**src/rtl/portin_deser.sv**
```systemverilog
`default_nettype none
// ============================================================================
//  Module      : portin_deser
//  Description : Router serial input port. Deserialises one framed, LSB-first
//                bit stream into address-tagged payload words, buffers them in
//                a small show-ahead FIFO and presents them on a valid/ready
//                interface with SOP/EOP, partial-word length, and runt /
//                overflow reporting.
//  Revision    : 1.0  initial release
// ============================================================================
module portin_deser #(
  parameter int ADDR_W     = 4,
  parameter int DATA_W     = 8,
  parameter int FIFO_DEPTH = 4
) (
  input  logic                          clock,
  input  logic                          reset,
  input  logic                          frame_n,
  input  logic                          valid_n,
  input  logic                          di,
  output logic                          out_valid,
  input  logic                          out_ready,
  output logic [DATA_W-1:0]             out_data,
  output logic [ADDR_W-1:0]             out_addr,
  output logic                          out_sop,
  output logic                          out_eop,
  output logic [$clog2(DATA_W+1)-1:0]   out_nbits,
  output logic                          out_err,
  output logic                          ovf,
  output logic                          runt,
  output logic                          busy
);

  localparam int NB_W  = $clog2(DATA_W + 1);
  localparam int BC_W  = $clog2(DATA_W);
  localparam int AC_W  = $clog2(ADDR_W + 1);
  localparam int PTR_W = $clog2(FIFO_DEPTH);
  localparam int CNT_W = PTR_W + 1;

  typedef enum logic [1:0] {
    ST_SYNC    = 2'd0,
    ST_IDLE    = 2'd1,
    ST_ADDR    = 2'd2,
    ST_PAYLOAD = 2'd3
  } state_t;

  typedef struct packed {
    logic              err;
    logic              eop;
    logic              sop;
    logic [NB_W-1:0]   nbits;
    logic [ADDR_W-1:0] addr;
    logic [DATA_W-1:0] data;
  } entry_t;

  // ---------------------------------------------------------------- state
  state_t            state_q,    state_d;
  logic [ADDR_W-1:0] addr_q,     addr_d;
  logic [AC_W-1:0]   addr_cnt_q, addr_cnt_d;
  logic [DATA_W-1:0] shift_q,    shift_d;
  logic [BC_W-1:0]   bit_cnt_q,  bit_cnt_d;
  logic              wemit_q,    wemit_d;    // a word of this packet already completed

  // Completed word waiting to be written. A full word is held here until the
  // stream shows whether more payload follows, so that a packet ending on a
  // word boundary can still mark that word EOP. Flush words (rel) leave on
  // the very next edge.
  logic              pw_valid_q, pw_valid_d;
  logic [DATA_W-1:0] pw_data_q,  pw_data_d;
  logic [NB_W-1:0]   pw_nbits_q, pw_nbits_d;
  logic              pw_sop_q,   pw_sop_d;
  logic              pw_eop_q,   pw_eop_d;
  logic              pw_rel_q,   pw_rel_d;

  logic              drop_q,     drop_d;     // current packet lost a word
  logic              tok_pend_q, tok_pend_d; // error token waiting for a slot
  logic [ADDR_W-1:0] tok_addr_q, tok_addr_d;

  entry_t            mem_q [FIFO_DEPTH];
  logic [PTR_W-1:0]  wr_ptr_q,   wr_ptr_d;
  logic [PTR_W-1:0]  rd_ptr_q,   rd_ptr_d;
  logic [CNT_W-1:0]  count_q,    count_d;

  logic              out_valid_q, out_valid_d;
  entry_t            out_ent_q,   out_ent_d;
  logic              ovf_q,       ovf_d;
  logic              runt_q,      runt_d;
  logic              busy_q,      busy_d;

  // ---------------------------------------------------------------- wires
  logic              in_pay;
  logic              pw_go;
  logic              pw_go_eop;
  logic [DATA_W-1:0] shift_nx;
  logic              pop;
  logic              full;
  logic              can_wr;
  logic              wr_en;
  entry_t            wr_entry;
  entry_t            tok_entry;
  entry_t            word_entry;
  logic              w_drop;
  logic [CNT_W-1:0]  vis_cnt;
  logic [PTR_W-1:0]  head_ptr;

  // Release of the held word: flushes go unconditionally; a held full word
  // goes when the next payload bit arrives or the packet ends without one.
  always_comb begin
    in_pay    = (state_q == ST_PAYLOAD);
    pw_go     = pw_valid_q && (pw_rel_q || (in_pay && (!valid_n || frame_n)));
    pw_go_eop = pw_eop_q || (in_pay && valid_n && frame_n);
    shift_nx  = shift_q | (DATA_W'(di) << bit_cnt_q);
  end

  // Framing FSM and deserialiser next-state
  always_comb begin
    state_d    = state_q;
    addr_d     = addr_q;
    addr_cnt_d = addr_cnt_q;
    shift_d    = shift_q;
    bit_cnt_d  = bit_cnt_q;
    wemit_d    = wemit_q;
    pw_valid_d = pw_valid_q && !pw_go;
    pw_data_d  = pw_data_q;
    pw_nbits_d = pw_nbits_q;
    pw_sop_d   = pw_sop_q;
    pw_eop_d   = pw_eop_q;
    pw_rel_d   = pw_rel_q;
    runt_d     = 1'b0;

    case (state_q)
      ST_SYNC: begin
        if (frame_n) begin
          state_d = ST_IDLE;
        end
      end

      ST_IDLE: begin
        if (!frame_n) begin
          addr_d     = (addr_q >> 1) | (ADDR_W'(di) << (ADDR_W - 1));
          addr_cnt_d = AC_W'(1);
          shift_d    = '0;
          bit_cnt_d  = '0;
          wemit_d    = 1'b0;
          state_d    = (ADDR_W == 1) ? ST_PAYLOAD : ST_ADDR;
        end
      end

      ST_ADDR: begin
        if (frame_n) begin
          runt_d  = 1'b1;
          state_d = ST_IDLE;
        end else begin
          addr_d     = (addr_q >> 1) | (ADDR_W'(di) << (ADDR_W - 1));
          addr_cnt_d = addr_cnt_q + AC_W'(1);
          if (addr_cnt_q == AC_W'(ADDR_W - 1)) begin
            state_d = ST_PAYLOAD;
          end
        end
      end

      ST_PAYLOAD: begin
        if (!valid_n) begin
          if (bit_cnt_q == BC_W'(DATA_W - 1) || frame_n) begin
            pw_valid_d = 1'b1;
            pw_data_d  = shift_nx;
            pw_nbits_d = NB_W'(bit_cnt_q) + NB_W'(1);
            pw_sop_d   = !wemit_q;
            pw_eop_d   = frame_n;
            pw_rel_d   = frame_n;
            shift_d    = '0;
            bit_cnt_d  = '0;
            wemit_d    = 1'b1;
          end else begin
            shift_d   = shift_nx;
            bit_cnt_d = bit_cnt_q + BC_W'(1);
          end
          if (frame_n) begin
            state_d = ST_IDLE;
          end
        end else if (frame_n) begin
          state_d = ST_IDLE;
          if (bit_cnt_q != '0) begin
            // Partial word becomes the EOP flush.
            pw_valid_d = 1'b1;
            pw_data_d  = shift_q;
            pw_nbits_d = NB_W'(bit_cnt_q);
            pw_sop_d   = !wemit_q;
            pw_eop_d   = 1'b1;
            pw_rel_d   = 1'b1;
            shift_d    = '0;
            bit_cnt_d  = '0;
          end else if (!wemit_q) begin
            runt_d = 1'b1;
          end
          // else: empty flush, the held word leaves this cycle tagged EOP.
        end
      end

      default: state_d = ST_SYNC;
    endcase
  end

  // FIFO write arbitration: pending error token first, then the held word.
  always_comb begin
    pop    = out_valid_q && out_ready;
    full   = (count_q == CNT_W'(FIFO_DEPTH));
    can_wr = !full || pop;

    tok_entry       = '0;
    tok_entry.eop   = 1'b1;
    tok_entry.err   = 1'b1;
    tok_entry.addr  = tok_addr_q;

    word_entry       = '0;
    word_entry.data  = pw_data_q;
    word_entry.addr  = addr_q;
    word_entry.sop   = pw_sop_q;
    word_entry.eop   = pw_go_eop;
    word_entry.nbits = pw_nbits_q;

    wr_en      = 1'b0;
    wr_entry   = '0;
    w_drop     = drop_q;
    ovf_d      = 1'b0;
    drop_d     = drop_q;
    tok_pend_d = tok_pend_q;
    tok_addr_d = tok_addr_q;

    if (tok_pend_q && can_wr) begin
      wr_en      = 1'b1;
      wr_entry   = tok_entry;
      tok_pend_d = 1'b0;
    end

    if (pw_go) begin
      if (!drop_q) begin
        if (tok_pend_q && can_wr) begin
          w_drop = 1'b1;            // lost to the token, slot was free
        end else if (!can_wr) begin
          w_drop = 1'b1;
          ovf_d  = 1'b1;
        end else begin
          wr_en    = 1'b1;
          wr_entry = word_entry;
        end
      end
      if (pw_go_eop) begin
        // A truncated packet owes a token. Only one can be outstanding; if
        // another is still waiting the newest packet's address is reported.
        drop_d = 1'b0;
        if (w_drop) begin
          tok_pend_d = 1'b1;
          tok_addr_d = addr_q;
        end
      end else begin
        drop_d = w_drop;
      end
    end
  end

  // FIFO pointers and the registered show-ahead head. The head reflects only
  // entries stored before this edge, giving two edges from last bit to valid.
  always_comb begin
    count_d  = count_q + CNT_W'(wr_en) - CNT_W'(pop);
    wr_ptr_d = wr_ptr_q + PTR_W'(wr_en);
    rd_ptr_d = rd_ptr_q + PTR_W'(pop);
    vis_cnt  = count_q - CNT_W'(pop);
    head_ptr = rd_ptr_q + PTR_W'(pop);
    out_valid_d = (vis_cnt != '0);
    out_ent_d   = out_valid_d ? mem_q[head_ptr] : '0;
    busy_d      = (state_d == ST_ADDR) || (state_d == ST_PAYLOAD);
  end

  // All control and output registers
  always_ff @(posedge clock) begin
    if (reset) begin
      state_q     <= ST_SYNC;
      addr_q      <= '0;
      addr_cnt_q  <= '0;
      shift_q     <= '0;
      bit_cnt_q   <= '0;
      wemit_q     <= 1'b0;
      pw_valid_q  <= 1'b0;
      pw_data_q   <= '0;
      pw_nbits_q  <= '0;
      pw_sop_q    <= 1'b0;
      pw_eop_q    <= 1'b0;
      pw_rel_q    <= 1'b0;
      drop_q      <= 1'b0;
      tok_pend_q  <= 1'b0;
      tok_addr_q  <= '0;
      wr_ptr_q    <= '0;
      rd_ptr_q    <= '0;
      count_q     <= '0;
      out_valid_q <= 1'b0;
      out_ent_q   <= '0;
      ovf_q       <= 1'b0;
      runt_q      <= 1'b0;
      busy_q      <= 1'b0;
    end else begin
      state_q     <= state_d;
      addr_q      <= addr_d;
      addr_cnt_q  <= addr_cnt_d;
      shift_q     <= shift_d;
      bit_cnt_q   <= bit_cnt_d;
      wemit_q     <= wemit_d;
      pw_valid_q  <= pw_valid_d;
      pw_data_q   <= pw_data_d;
      pw_nbits_q  <= pw_nbits_d;
      pw_sop_q    <= pw_sop_d;
      pw_eop_q    <= pw_eop_d;
      pw_rel_q    <= pw_rel_d;
      drop_q      <= drop_d;
      tok_pend_q  <= tok_pend_d;
      tok_addr_q  <= tok_addr_d;
      wr_ptr_q    <= wr_ptr_d;
      rd_ptr_q    <= rd_ptr_d;
      count_q     <= count_d;
      out_valid_q <= out_valid_d;
      out_ent_q   <= out_ent_d;
      ovf_q       <= ovf_d;
      runt_q      <= runt_d;
      busy_q      <= busy_d;
    end
  end

  // Storage array; stale contents are never visible because the head is masked
  always_ff @(posedge clock) begin
    if (wr_en) begin
      mem_q[wr_ptr_q] <= wr_entry;
    end
  end

  assign out_valid = out_valid_q;
  assign out_data  = out_ent_q.data;
  assign out_addr  = out_ent_q.addr;
  assign out_sop   = out_ent_q.sop;
  assign out_eop   = out_ent_q.eop;
  assign out_nbits = out_ent_q.nbits;
  assign out_err   = out_ent_q.err;
  assign ovf       = ovf_q;
  assign runt      = runt_q;
  assign busy      = busy_q;

endmodule
`default_nettype wire
```
**config.mk**
```make
export PLATFORM = sky130hd
export DESIGN_NAME = portin_deser
export DESIGN_NICKNAME = d
export VERILOG_FILES = /design/src/rtl/portin_deser.sv
export SDC_FILE = /design/constraint.sdc
export NUM_CORES = 1
export LEC_CHECK = 0
export ABC_AREA = 1
export ABC_CLOCK_PERIOD_IN_PS = 3000
export CAP_MARGIN = 10
export CORE_ASPECT_RATIO = 1.75
export CORE_MARGIN = 2
export CORE_UTILIZATION = 40
export CTS_CLUSTER_DIAMETER = 30
export CTS_CLUSTER_SIZE = 25
export DETAILED_ROUTE_END_ITERATION = 10
export GPL_ROUTABILITY_DRIVEN = 0
export HOLD_SLACK_MARGIN = 0.06
export PLACE_DENSITY = 0.7
export SETUP_SLACK_MARGIN = 0.15
export SYNTH_ARGS = -nofsm -noshare
export SYNTH_HDL_FRONTEND = slang
export SYNTH_SLANG_ARGS = --single-unit
```
**constraint.sdc**
```tcl
create_clock -name clock -period 3 [get_ports clock]
set_input_delay 0.6 -clock clock [delete_from_list [all_inputs] [get_ports clock]]
set_output_delay 0.6 -clock clock [all_outputs]
set_load 0.1 [all_outputs]
```
; Word level (Yosys, flattened, before mapping)
; Memories as Yosys holds them, arrays and structs flattened. A register that Yosys moved wholly into a read port is not among the register bits.
; Index checks and enable logic that the tools add are counted.
[totals]
reg_bits = 53
ram_bits = 76
input_bits = 6
output_inout_bits = 23
memories = 1
[mem_list]
columns = memory, words, word_bits, rd, rd_clocked_by_memory_dff, write_ports, line
row1 = mem_q, 4, 19, 1, 1, 1, 79  ; entry_t mem_q [FIFO_DEPTH];
[classes]
addsub = 8
eq_ne = 16
shift = 1
n_mux = 72
bitwise_logic = 5
reduce_logical = 33
[op_table]
columns = operator, count
row1 = $mux 19, 5
row2 = $mux 8, 9
row3 = $mux 1, 37
row4 = $mux 3, 7
row5 = $mux 4, 4
row6 = $pmux 8 s2, 1
row7 = $pmux 3 s2, 2
row8 = $reduce_and 4->1, 3
row9 = $eq 2x2->1 const B, 4
row10 = $mux 2, 4
row11 = $ne 2x2->1 const B, 4
row12 = $or 8x8->8, 1
row13 = $shl 1x3->8, 1
row14 = $logic_and 1x1->1, 7
row15 = $add 3x1->3 const B, 2
row16 = $eq 3x3->1 const B, 2
row17 = $logic_or 1x1->1, 6
row18 = $pmux 2 s3, 1
row19 = $reduce_and 3->1, 2
row20 = $reduce_bool 2->1, 3
row21 = $reduce_bool 3->1, 2
row22 = $reduce_or 2->1, 3
row23 = $sub 3x1->3, 2
row24 = $add 2x1->2, 2
row25 = 14 further kinds, 21

; Longest topological paths before layout
; Gate-level depths: netlist (run 1).
[depth]
depth_word = 11
mapped_depth = 13
depth_no_buf = 13

; Worst setup path after synthesis (run 1)
; No wires, ideal clock.
[synth_timing]
path_type = register to register
start = reg out_valid_q (netlist: out_valid)
end = mem mem_q[0][0] in the netlist's numbering (enable)
setup_time_ps = 419
arrival_time_ps = 3001
required_ps = 2581
setup_slack_ps = -420
stages_incl_launch_ff = 7
path_buffers = 0
synth_period_minus_slack_ps = 3420
cell_sequence = dfxtp_1 nand2_1 nand3_1 nand2_1 nand2_1 nand2_1 nor3_1
[synth_via]
elab_chain_cells = 10
[synth_rtl]
columns = item, line
row1 = start: declaration, 84  ; logic out_valid_q, out_valid_d;
row2 = start signal: assignment, 320  ; out_valid_q <= out_valid_d;
row3 = $logic_and 1x1->1 *, 206  ; pop = out_valid_q && out_ready;
row4 = $logic_or 1x1->1 *, 208  ; can_wr = !full || pop;
row5 = $logic_and 1x1->1, "230, 238"
row6 = $mux 1, 230  ; if (tok_pend_q && can_wr) begin
row7 = $mux 1, 240  ; end else if (!can_wr) begin
row8 = $mux 1, 238  ; if (tok_pend_q && can_wr) begin
row9 = $mux 1, 237  ; if (!drop_q) begin
row10 = $mux 1 *, 236  ; if (pw_go) begin
row11 = $mux 1 *, 330  ; if (wr_en) begin
row12 = $mux 1 (implied by the code) *, 331  ; mem_q[wr_ptr_q] <= wr_entry;
row13 = end: declaration, 79
; Mark *: on every way between the ends. The rest lies on a longest branch, timed or not.

; Worst setup path after layout (run 1)
[layout_timing]
start = in frame_n
end = reg count_q[2]
[layout_via]
elab_chain_cells = 7
[layout_rtl]
columns = item, line
row1 = start: declaration, 18  ; input logic frame_n,
row2 = $logic_or 1x1->1, 110  ; pw_go = pw_valid_q && (pw_rel_q || (in_pay && (!valid_n || frame_n)));
row3 = $logic_and 1x1->1, 110
row4 = $logic_or 1x1->1, 110
row5 = $logic_and 1x1->1, 110
row6 = $mux 1, 236
row7 = $add 3x1->3, 265  ; count_d = count_q + CNT_W'(wr_en) - CNT_W'(pop);
row8 = $sub 3x1->3, 265
row9 = end signal: assignment, 319  ; count_q <= count_d;
row10 = end: declaration, 82  ; logic [CNT_W-1:0] count_q, count_d;
; Every way passes these cells.
; A chain may end at the register's enable or synchronous reset.

==> results.md, run 1 <==
- WL final: 11.9 mm
- Distinct cells, synth: 36
- Setup WS post-layout: 0.632 ns
- RSZ-0062 raised after global routing: false
- Syn Area/Cell: 9.19 µm²
- GRT Overall Usage: 16.1%
- Die X: 96.6 µm
- Diode count: 0
- CTS hold repair buffers: 0
- Post-Syn Nets: 671
- Final setup vio count: 0
- Longest Clk Path Bufs: 2
- Outcome: finished clean
- Initial DRC Count: 262
- Port buffer count: 28
- Largest net degree at the start of global routing: 39
- Worst min-delay path startpoint: shift_q[4]$_SDFFE_PP0P_
- Sink Count: 148
- Max Clock Freq: 0.422 GHz
- R2R Setup Slk: 0.74 ns
- Tcrit/Tclk final: 78.9%
- FF-to-FF End: count_q[2]$_SDFF_PP0_
- Hold endpoint: shift_q[4]$_SDFFE_PP0P_
- Initial antenna violation count: 0
- DIE AREA: 0.0160 mm²
- Pre-CTS WS: 0.185 ns
- Via count: 4,221
- Slew HR: 68.8%
- Via density: 4.74
- Share of cells above drive strength 1: 13.0%
- DRT Pass-1 Iters: 5
- Post-synth top area cell: edfxtp_1
- Core area: 0.0148 mm²
- Crit path launch type: input pin
- Nets: 712
- DP Wirelength: 8.03 mm
- Worst-path clk slew: 0.06 ns
- Setup CP Type: input pin to flop
- Synthesis-stage register bit count: 148
- Root cell of the clock tree: clkbuf_16
- Worst Setup End Kind: flop
- Sequential-to-total area share from yosys stat: 62.1%
- Post-DRT Antenna Nets: 0
- Leak: 2.82 nW
- DRC: 0
- Global-route wire length before repair: 19.6 mm
- Arrival @ worst endpoint: 2.68 ns
- Die H: 166 µm
- FP Rows: 59
- Setup TNS: 0 ns
- Hold path depth: 2
- Starting density of the core: 40.6%
- Setup bufs post-CTS: 0
- YS warnings: 0
- FF-to-FF Start: state_q[0]$_SDFF_PP0_
- Io pins: 29
- Clk_skew: 0.00581 ns
- Final hold vios: 0
- Yosys top cell area share: 38.0%
- Crit path required time: 3.31 ns
- Post-CTS sizing: 0
- Min Tclk post-route: 2.37 ns
- Worst skew pair latency: 0.41 ns
- Hold WC Path Type: flop to flop
- Via count of the first global-routing pass: 4,089
- Final max-slew violation count: 0
- TritonCTS Buffers: 17
- Area delta synth->final: 18.9%
- FF-to-FF path depth: 11
- Synthesized area: 0.00600 mm²
- Least-Margin Pin Slew: 0.468 ns
- Area contributors post-synth: edfxtp_1 (38%), dfxtp_1 (24%), nand2_1 (14%)
- Peak supply drop: 0.410 mV
- Avg WL per Cell: 13.4 µm
- Worst-path maximum fanout: 3
- Max-cap violation count: 0
- Post-Syn Instances: 653
- Cell Pwr Density: 913 mW/mm²
- TritonCTS clock tree: done
- GRT overflow: 0
- H-tree Lvls: 4
==> cell type report <==
| class | instances | area [µm²] |
|---|---|---|
| clock buffers | 17 | 425 |
| inverters | 49 | 185 |
| clock inverters | 15 | 180 |
| multi-input cells | 431 | 1990 |
| repair buffers | 47 | 403 |
| fillers | 1353 | 7630 |
| well taps | 183 | 229 |
| flip-flops and latches | 148 | 3720 |
==> synthesized netlist by cell type <==
library cell / n
a21oi_4: 1
buf_6: 1
nand2_4: 1
xnor2_1: 1
or2_2: 2
nor2_2: 1
inv_2: 4
clkinv_1: 1
nor4_1: 1
a211oi_1: 3
o21ai_0: 29
o211ai_1: 1
o21bai_1: 5
or2_1: 1
a21oi_1: 48
xor2_1: 2
nand2_2: 4
nand3_2: 1
inv_1: 43
buf_4: 1
a22oi_1: 1
a31oi_1: 1
nor3_1: 4
nor2_4: 1
nand2_1: 225
clkinv_2: 1
buf_1: 1
nor2_1: 60
o21ai_1: 8
buf_2: 9
edfxtp_1: 76
nand3_1: 18
ha_1: 11
fa_1: 1
clkbuf_1: 13
dfxtp_1: 72
==> through the flow <==
stage | util [%] | power, W | hold WS, ns | std cells | instance area (µm²)
after global placement | 44.2 | 0.00440 | 0.440 | 858 | 6530
after detailed placement | 44.2 | 0.00442 | 0.450 | 858 | 6530
final | 48.3 | 0.00651 | 0.460 | 890 | 7130
after floorplan | - | 0.00398 | 0.429 | 653 | 6000
after CTS | 48.3 | 0.00657 | 0.460 | 890 | 7130
after global routing | 48.3 | 0.00682 | 0.478 | 890 | 7130
==> per-layer routing <==
metal / global-route usage (%) / part of all wire [%]
met3: 3.95 / 2.1
met4: 6.06 / 1.6
met2: 30.4 / 58
met5: 0 / 0
met1: 16.4 / 38
==> cell usage in the layout (no fill, tap or decap), types with 3 or more instances in the layout <==
cell             Yosys  routed
bufinv_16            0       3
edfxtp_1            76      76
nor2_1              60      59
nand3_1             18      18
nand2_2              4       4
dfxtp_1             72      72
clkdlybuf4s50_1      0       5
a211oi_1             3       3
o21ai_0             29      29
clkinv_2             1       3
clkbuf_16            0      17
inv_2                4       4
o21bai_1             5       5
buf_12               0       3
buf_4                1      39
nand2_1            225     225
ha_1                11      11
clkinv_4             0       4
o21ai_1              8       8
inv_6                0       3
inv_1               43      43
a21oi_1             48      48
==> worst max path at each step <==
stage | from | endpoint | slack, ns | depth (start not counted)
finish | frame_n | count_q[2]$_SDFF_PP0_ | 0.63 | 13
floorplan | out_valid$_SDFF_PP0_ | mem_q[0][0]$_DFFE_PP_ | -0.42 | 6
CTS | frame_n | count_q[2]$_SDFF_PP0_ | 0.63 | 13
global route | frame_n | count_q[2]$_SDFF_PP0_ | 0.43 | 13
global placement | frame_n | count_q[2]$_SDFF_PP0_ | 0.18 | 13
detailed placement | frame_n | count_q[2]$_SDFF_PP0_ | 0.18 | 13
==> kinds of logic after synthesis <==
logic type                 after synthesis  share of synthesized area [%]
and+or+nand+nor                        319                           21.1
DFF                                    148                           62.1
AOI/OAI and AO/OA                       97                           8.72
buffers and inverters                   74                           5.02
adders and majority gates               12                           2.63
xor gates and xnor gates                 3                          0.438
==> sequential cells by signal (all words and copies together) (netlist names), 3 cells and up <==
| signal | count |
|---|---|
| mem_q | 76 |
| out_data | 8 |
| pw_data_q | 8 |
| shift_q | 8 |
| addr_q | 4 |
| out_addr | 4 |
| out_nbits | 4 |
| pw_nbits_q | 4 |
| tok_addr_q | 4 |
| addr_cnt_q | 3 |
| bit_cnt_q | 3 |
| count_q | 3 |
==> critical path, cell delays in order <==
cell	delay, ns
clkdlybuf4s50_1	0.49
inv_2	0.04
nand2_1	0.07
nand2_2	0.08
a21oi_4	0.16
nand2_1	0.10
nand2_1	0.18
xor2_1	0.17
ha_1	0.16
inv_1	0.05
fa_1	0.37
o21ai_0	0.16
a21oi_1	0.06
==> where the power goes <==
group	switching, W	total [W]	internal (W)
logic	0.00156	0.00202	0.000461
registers	0.0000722	0.00235	0.00227
clock network	0.000831	0.00214	0.00131
Power figures use the tool's default switching activity.
==> run 2: changes to the inputs <==
- ABC_CLOCK_PERIOD_IN_PS: 3000 -> 2400
- PLACE_DENSITY: 0.7 -> 0.68
- clock period: 3 -> 2.4 ns (I/O delays scaled with it)
==> run 2 against run 1 <==
Clock power grew 25%. Combinational power up 30%. Wire length increased by 3.4%. Largest power group unchanged. Worst hold slack got worse by 0.0053 ns. Die area is the same. Register-to-register slack lost 0.40 ns. Via count up 5.1%. Critical path depth did not move. Global-route usage grew 0.29 points. First-iteration DRC count fell by 31%. Largest cell class unchanged. Count of clock-buffer cells in the layout is 7 higher.
==> results.md, run 2 (synthesized netlist as in run 1, its figures left out) <==
- Share of power burned in registers: 35.6% (-0.4 points)
- Avg WL per Cell: 13.7 µm (+2.3%)
- Diode count: 0 (unchanged)
- Switching share of power: 37.4% (-0.44 points)
- Max-cap violation count: 0 (unchanged)
- Worst Setup End Kind: flop
- H-tree Lvls: 4 (unchanged)
- DRT Pass-1 Iters: 4 (-1)
- Area delta synth->final: 22.2%
- Met3 WL: 351 µm (+39%)
- Switching power: 0.00308 W (+25%)
- Starting density of the core: 40.6% (unchanged)
- Outcome: finished clean
- CP Cell Sequence: clkdlybuf4s50_1 > inv_2 > nand2_1 > nand2_2 > a21oi_4 > nand2_2 > nand2_2 > xor2_1 > ha_1 > inv_1 > fa_1 > o21ai_1 > a21oi_1
- Wire length on met1: 4.52 mm (-0.72%)
- Pre-CTS WS: -0.181 ns (-0.366 ns)
- TritonCTS Buffers: 17 (unchanged)
- Max reg flops: 76 (unchanged)
- Final max-slew violation count: 0 (unchanged)
- Worst skew pair latency: 0.41 ns (about the same)
- WL met2: 7.12 mm (+2.9%)
- Min Tclk post-route: 2.10 ns
- Final setup vio count: 0 (unchanged)
- Port buffer count: 28 (unchanged)
- WL final: 12.3 mm (+3.4%)
- Post-DRT Antenna Nets: 0 (unchanged)
- CP max stage cell: clkdlybuf4s50_1
- CP most frequent cell: nand2_2
- Highest Signal Layer: met4
- Cell Pwr Density: 1120 mW/mm² (+23%)
- TritonCTS clock tree: done
- Setup bufs post-CTS: 0 (unchanged)
- Reg with most FFs: mem_q
- Clock power frac: 32.5% (-0.4 points)
- Most frequent cells in the layout: nand2_1 (223), edfxtp_1 (76), dfxtp_1 (71), nor2_1 (59), a21oi_1 (48)
- Comb pwr share: 31.9% (+0.9 points)
- Clk_skew: 0.00724 ns (+0.00143 ns)
- Setup WS post-layout: 0.300 ns (-0.332 ns)
- Post-DP Area: 0.00670 mm² (+2.5%)
- Share of cells above drive strength 1: 14.8% (+1.8 points)
- Slew HR: 67.8% (-0.96 points)
- RSZ-0062 raised after global routing: false
- Longest Clk Path Bufs: 2 (unchanged)
- Leak: 2.90 nW (+2.7%)
- Tcrit/Tclk final: 87.5%
- Hold WC Path Type: flop to flop
- Overall power: 0.00824 W (+27%)
- Via density: 4.93 (+4.0%)
- Peak supply drop: 0.497 mV (+21%)
- Setup CP Type: input pin to flop
- Die H: 166 µm (unchanged)
- Worst path max stage delay: 0.49 ns (about the same)
- Via count: 4,438 (+5.1%)
- Die X: 96.6 µm (unchanged)
- GRT overflow: 0 (unchanged)
- Core area: 0.0148 mm² (unchanged)
- Max Clock Freq: 0.476 GHz
- R2R Setup Slk: 0.34 ns (-0.40 ns)
- Worst-path maximum fanout: 3 (unchanged)
- Arrival @ worst endpoint: 2.40 ns (-0.28 ns)
- Initial antenna violation count: 0 (unchanged)
- Worst-path clk slew: 0.06 ns (about the same)
- Setup TNS: 0 ns (unchanged)
- Via count of the first global-routing pass: 4,426 (+8.2%)
- Most common cell after layout, fill and taps aside: nand2_1
- Initial DRC Count: 182 (-31%)
- Power Internal: 0.00516 W (+28%)
- Crit path required time: 2.70 ns (-0.61 ns)
- DRC: 0 (unchanged)
- Post-CTS sizing: 0 (unchanged)
- Least-Margin Pin Slew: 0.483 ns (+0.0143 ns)
- Crit path launch type: input pin
- DP Wirelength: 8.35 mm (+3.9%)
- Nets: 722 (+1.4%)
- FP Rows: 59 (unchanged)
- Root cell of the clock tree: clkbuf_16
- CTS hold repair buffers: 0 (unchanged)
- Final hold vios: 0 (unchanged)
- Io pins: 29 (unchanged)
- Largest net degree at the start of global routing: 40 (+2.6%)
- GRT Overall Usage: 16.4% (+0.29 points)
- Global-route wire length before repair: 20.3 mm (+3.8%)
- DIE AREA: 0.0160 mm² (unchanged)
- Filler Cell Count: 1,331 (-1.6%)
- Final Instance Area: 0.00733 mm² (+2.8%)
- Sink Count: 148 (unchanged)
- Final Util: 49.7% (+1.3 points)
[run 2: power groups by stage]
stage / registers, W / clock network (W) / logic (W)
after floorplan: 0.00416 / 0 / 0.000822
after global placement: 0.00298 / 0 / 0.00259
after detailed placement: 0.00299 / 0 / 0.00264
after CTS: 0.00294 / 0.00273 / 0.00264
after global routing: 0.00296 / 0.00283 / 0.00281
final: 0.00294 / 0.00268 / 0.00263
[run 2: routing by layer]
layer	up-vias	GRT usage, %
met4	0	7.35
met1	2079	16.3
met5	-	0
met2	99	31.3
met3	24	3.36
li1	2236	-
[run 2: path summary, 6_finish.rpt]
| path | start | depth (start not counted) | endpoint |
|---|---|---|---|
| hold reg to reg | pw_data_q[4]$_SDFFE_PP0P_ | 2 | pw_data_q[4]$_SDFFE_PP0P_ |
| setup / recovery | frame_n | 13 | count_q[2]$_SDFF_PP0_ |
| setup reg to reg | state_q[0]$_SDFF_PP0_ | 11 | count_q[2]$_SDFF_PP0_ |
| hold / removal | pw_data_q[4]$_SDFFE_PP0P_ | 2 | pw_data_q[4]$_SDFFE_PP0P_ |
[run 2: stage by stage]
stage	hold WS [ns]	instances
2_1_floorplan	0.429	653
3_3_place_gp	0.441	868
3_5_place_dp	0.451	868
4_1_cts	0.460	900
5_1_grt	0.485	900
6_report	0.455	900
[run 2: layout make-up]
| type | count | area (µm²) | area share [%] |
|---|---|---|---|
| clock inverters | 8 | 83.8 | 1.14 |
| well taps | 183 | 229 | 3.12 |
| clock buffers | 24 | 534 | 7.29 |
| multi-input cells | 431 | 2020 | 27.5 |
| repair buffers | 57 | 553 | 7.54 |
| flip-flops and latches | 148 | 3730 | 50.8 |
| inverters | 49 | 185 | 2.53 |
[run 2: worst max-delay path: cells and delay by family]
family | cells | cell delay (ns)
AO/OA/AOI/OAI | 3 | 0.34
XOR/XNOR | 1 | 0.15
adder cells (fa/ha/maj) | 2 | 0.53
buffers and inverters | 3 | 0.58
AND/OR/NAND/NOR | 4 | 0.31
==> RTL edit (settings of run 2) <==
Encoding of `state_t`: now one-hot (4 bits for 4 states).
--- a/src/rtl/portin_deser.sv
+++ b/src/rtl/portin_deser.sv
@@ -37,11 +37,11 @@
   localparam int PTR_W = $clog2(FIFO_DEPTH);
   localparam int CNT_W = PTR_W + 1;
 
-  typedef enum logic [1:0] {
-    ST_SYNC    = 2'd0,
-    ST_IDLE    = 2'd1,
-    ST_ADDR    = 2'd2,
-    ST_PAYLOAD = 2'd3
+  typedef enum logic [3:0] {
+    ST_SYNC    = 4'b0001,
+    ST_IDLE    = 4'b0010,
+    ST_ADDR    = 4'b0100,
+    ST_PAYLOAD = 4'b1000
   } state_t;
 
   typedef struct packed {
Behaviour: no difference found for any inputs over 10 cycles, from zero or initial values and one cycle with reset high; not proved beyond that.
==> RTL edit against run 2 <==
Die area is 1.3% higher; critical path depth unchanged; total power decreased by 9.0%; hold slack got worse by 0.0023 ns; sequential share of layout area is 0.60 points higher; global-route usage fell by 1.8 points; final area fell by 0.10%; routed wire length fell by 4.9%; first-iteration DRC count is 24% higher; setup slack better by 0.022 ns; combinational power is 29% lower; synthesized area is 1.3% higher; sequential cell count rose by 2.
==> RTL edit: results (changes against run 2) <==
The number of different library cells in the post-synthesis netlist came out at 38 (was 36). The area fraction in compound gates after synthesis came out at 7.62% (was 8.72%). The starting DRC count in detailed routing is 226 (was 182).

The worst clock skew was 0.00718 ns (was 0.00724 ns). The transition at the pin with the smallest max-transition slack came out at 0.433 ns (was 0.483 ns). The top cell family by delay on the critical path was adder cells (was buffers and inverters). The via count of the first global-routing pass came to 4344 (was 4426).

The placed wire-length estimate is 8.17 mm (was 8.35 mm). The share of cells above drive strength 1 came to 16.4% (was 14.8%). The number of cells on the worst reg-to-reg path came out at 12 (was 11). The arrival time at the worst endpoint is 2.37 ns (was 2.40 ns). The peak supply drop is 0.517 mV (was 0.497 mV). The leakage component of the power came out at 0.00300 uW (was 0.00290 uW). Cell types with the largest area share after synthesis: sky130_fd_sc_hd__edfxtp_1 (38%), sky130_fd_sc_hd__dfxtp_1 (24%), sky130_fd_sc_hd__nand2_1 (12%) (was sky130_fd_sc_hd__edfxtp_1 (38%), sky130_fd_sc_hd__dfxtp_1 (24%), sky130_fd_sc_hd__nand2_1 (14%)). The worst hold slack across all endpoints is 0.452 ns (was 0.455 ns). The net count after synthesis is 656 (was 671). The placed instance area came out at 6680 um^2 (was 6700 um^2). Top cells by instance count after synthesis: sky130_fd_sc_hd__nand2_1 (202), sky130_fd_sc_hd__edfxtp_1 (76), sky130_fd_sc_hd__dfxtp_1 (74), sky130_fd_sc_hd__nor2_1 (57), sky130_fd_sc_hd__a21oi_1 (54) (was sky130_fd_sc_hd__nand2_1 (225), sky130_fd_sc_hd__edfxtp_1 (76), sky130_fd_sc_hd__dfxtp_1 (72), sky130_fd_sc_hd__nor2_1 (60), sky130_fd_sc_hd__a21oi_1 (48)).

The fraction of synthesized cell area in xor and xnor cells came out at 0.432% (was 0.438%). The wire length of the first global-routing pass came out at 19.0 mm (was 20.3 mm). The number of vias per cell after detailed routing is 4.92 (was 4.93). The share of synthesized area occupied by flip-flops and latches is 61.9% (was 62.1%). The pin count of the biggest net entering global routing is 39 (was 40). Result of the run: complete, no violations (unchanged). The global-route usage over all layers is 14.6% (was 16.4%). The maximum fanout along the worst path came out at 4 (was 3). The worst reg-to-reg setup slack is 0.44 ns (was 0.34 ns).
RTL edit: stage by stage:
stage	utilization (%)	TNS [ns]	setup WS, ns	std cells
2_1_floorplan	-	0	0.190	641
3_3_place_gp	45.0	-0.195	-0.140	851
3_5_place_dp	45.0	-0.227	-0.152	851
4_1_cts	49.3	0	0.258	883
5_1_grt	49.4	0	0.150	883
6_report	49.4	0	0.322	883
RTL edit: what timing repair did:
action	CTS	global route
resized for setup	0	6
hold buffers	0	0
setup endpoints to repair	0	2
buffers inserted	0	0
RTL edit: where the power goes:
part	switching, uW	total [uW]	internal, uW
clock	1030	2790	1750
sequential	48.8	2850	2800
combinational	1390	1870	483
RTL edit: how the worst max path moves through the flow:
stage,from,end,cells past startpoint
2_1_floorplan,out_valid$_SDFF_PP0_,count_q[2]$_SDFF_PP0_,12
3_3_place_gp,out_ready,count_q[2]$_SDFF_PP0_,13
3_5_place_dp,out_ready,count_q[2]$_SDFF_PP0_,13
4_1_cts,out_ready,count_q[2]$_SDFF_PP0_,13
5_1_grt,out_ready,count_q[2]$_SDFF_PP0_,13
6_report,out_ready,count_q[2]$_SDFF_PP0_,13
RTL edit: area by class of cell:
class	count	area [um^2]	area share, %
Sequential cell	150	3770	51.4
Clock buffer	18	429	5.86
Multi-Input combinational cell	411	1980	27.1
Tap cell	183	229	3.13
Clock inverter	14	198	2.70
Timing Repair Buffer	51	498	6.80
Inverter	56	218	2.97
RTL edit: per-layer routing:
metal  part of all wire, %  up-vias  wire length, um  GRT usage, %
met5                     0        -                0             0
met4                   2.7        0              311          7.59
met3                   2.7       30              319          2.73
met2                    58       81             6820          29.3
met1                    36     2050             4280          13.6
li1                      -     2185                -             -
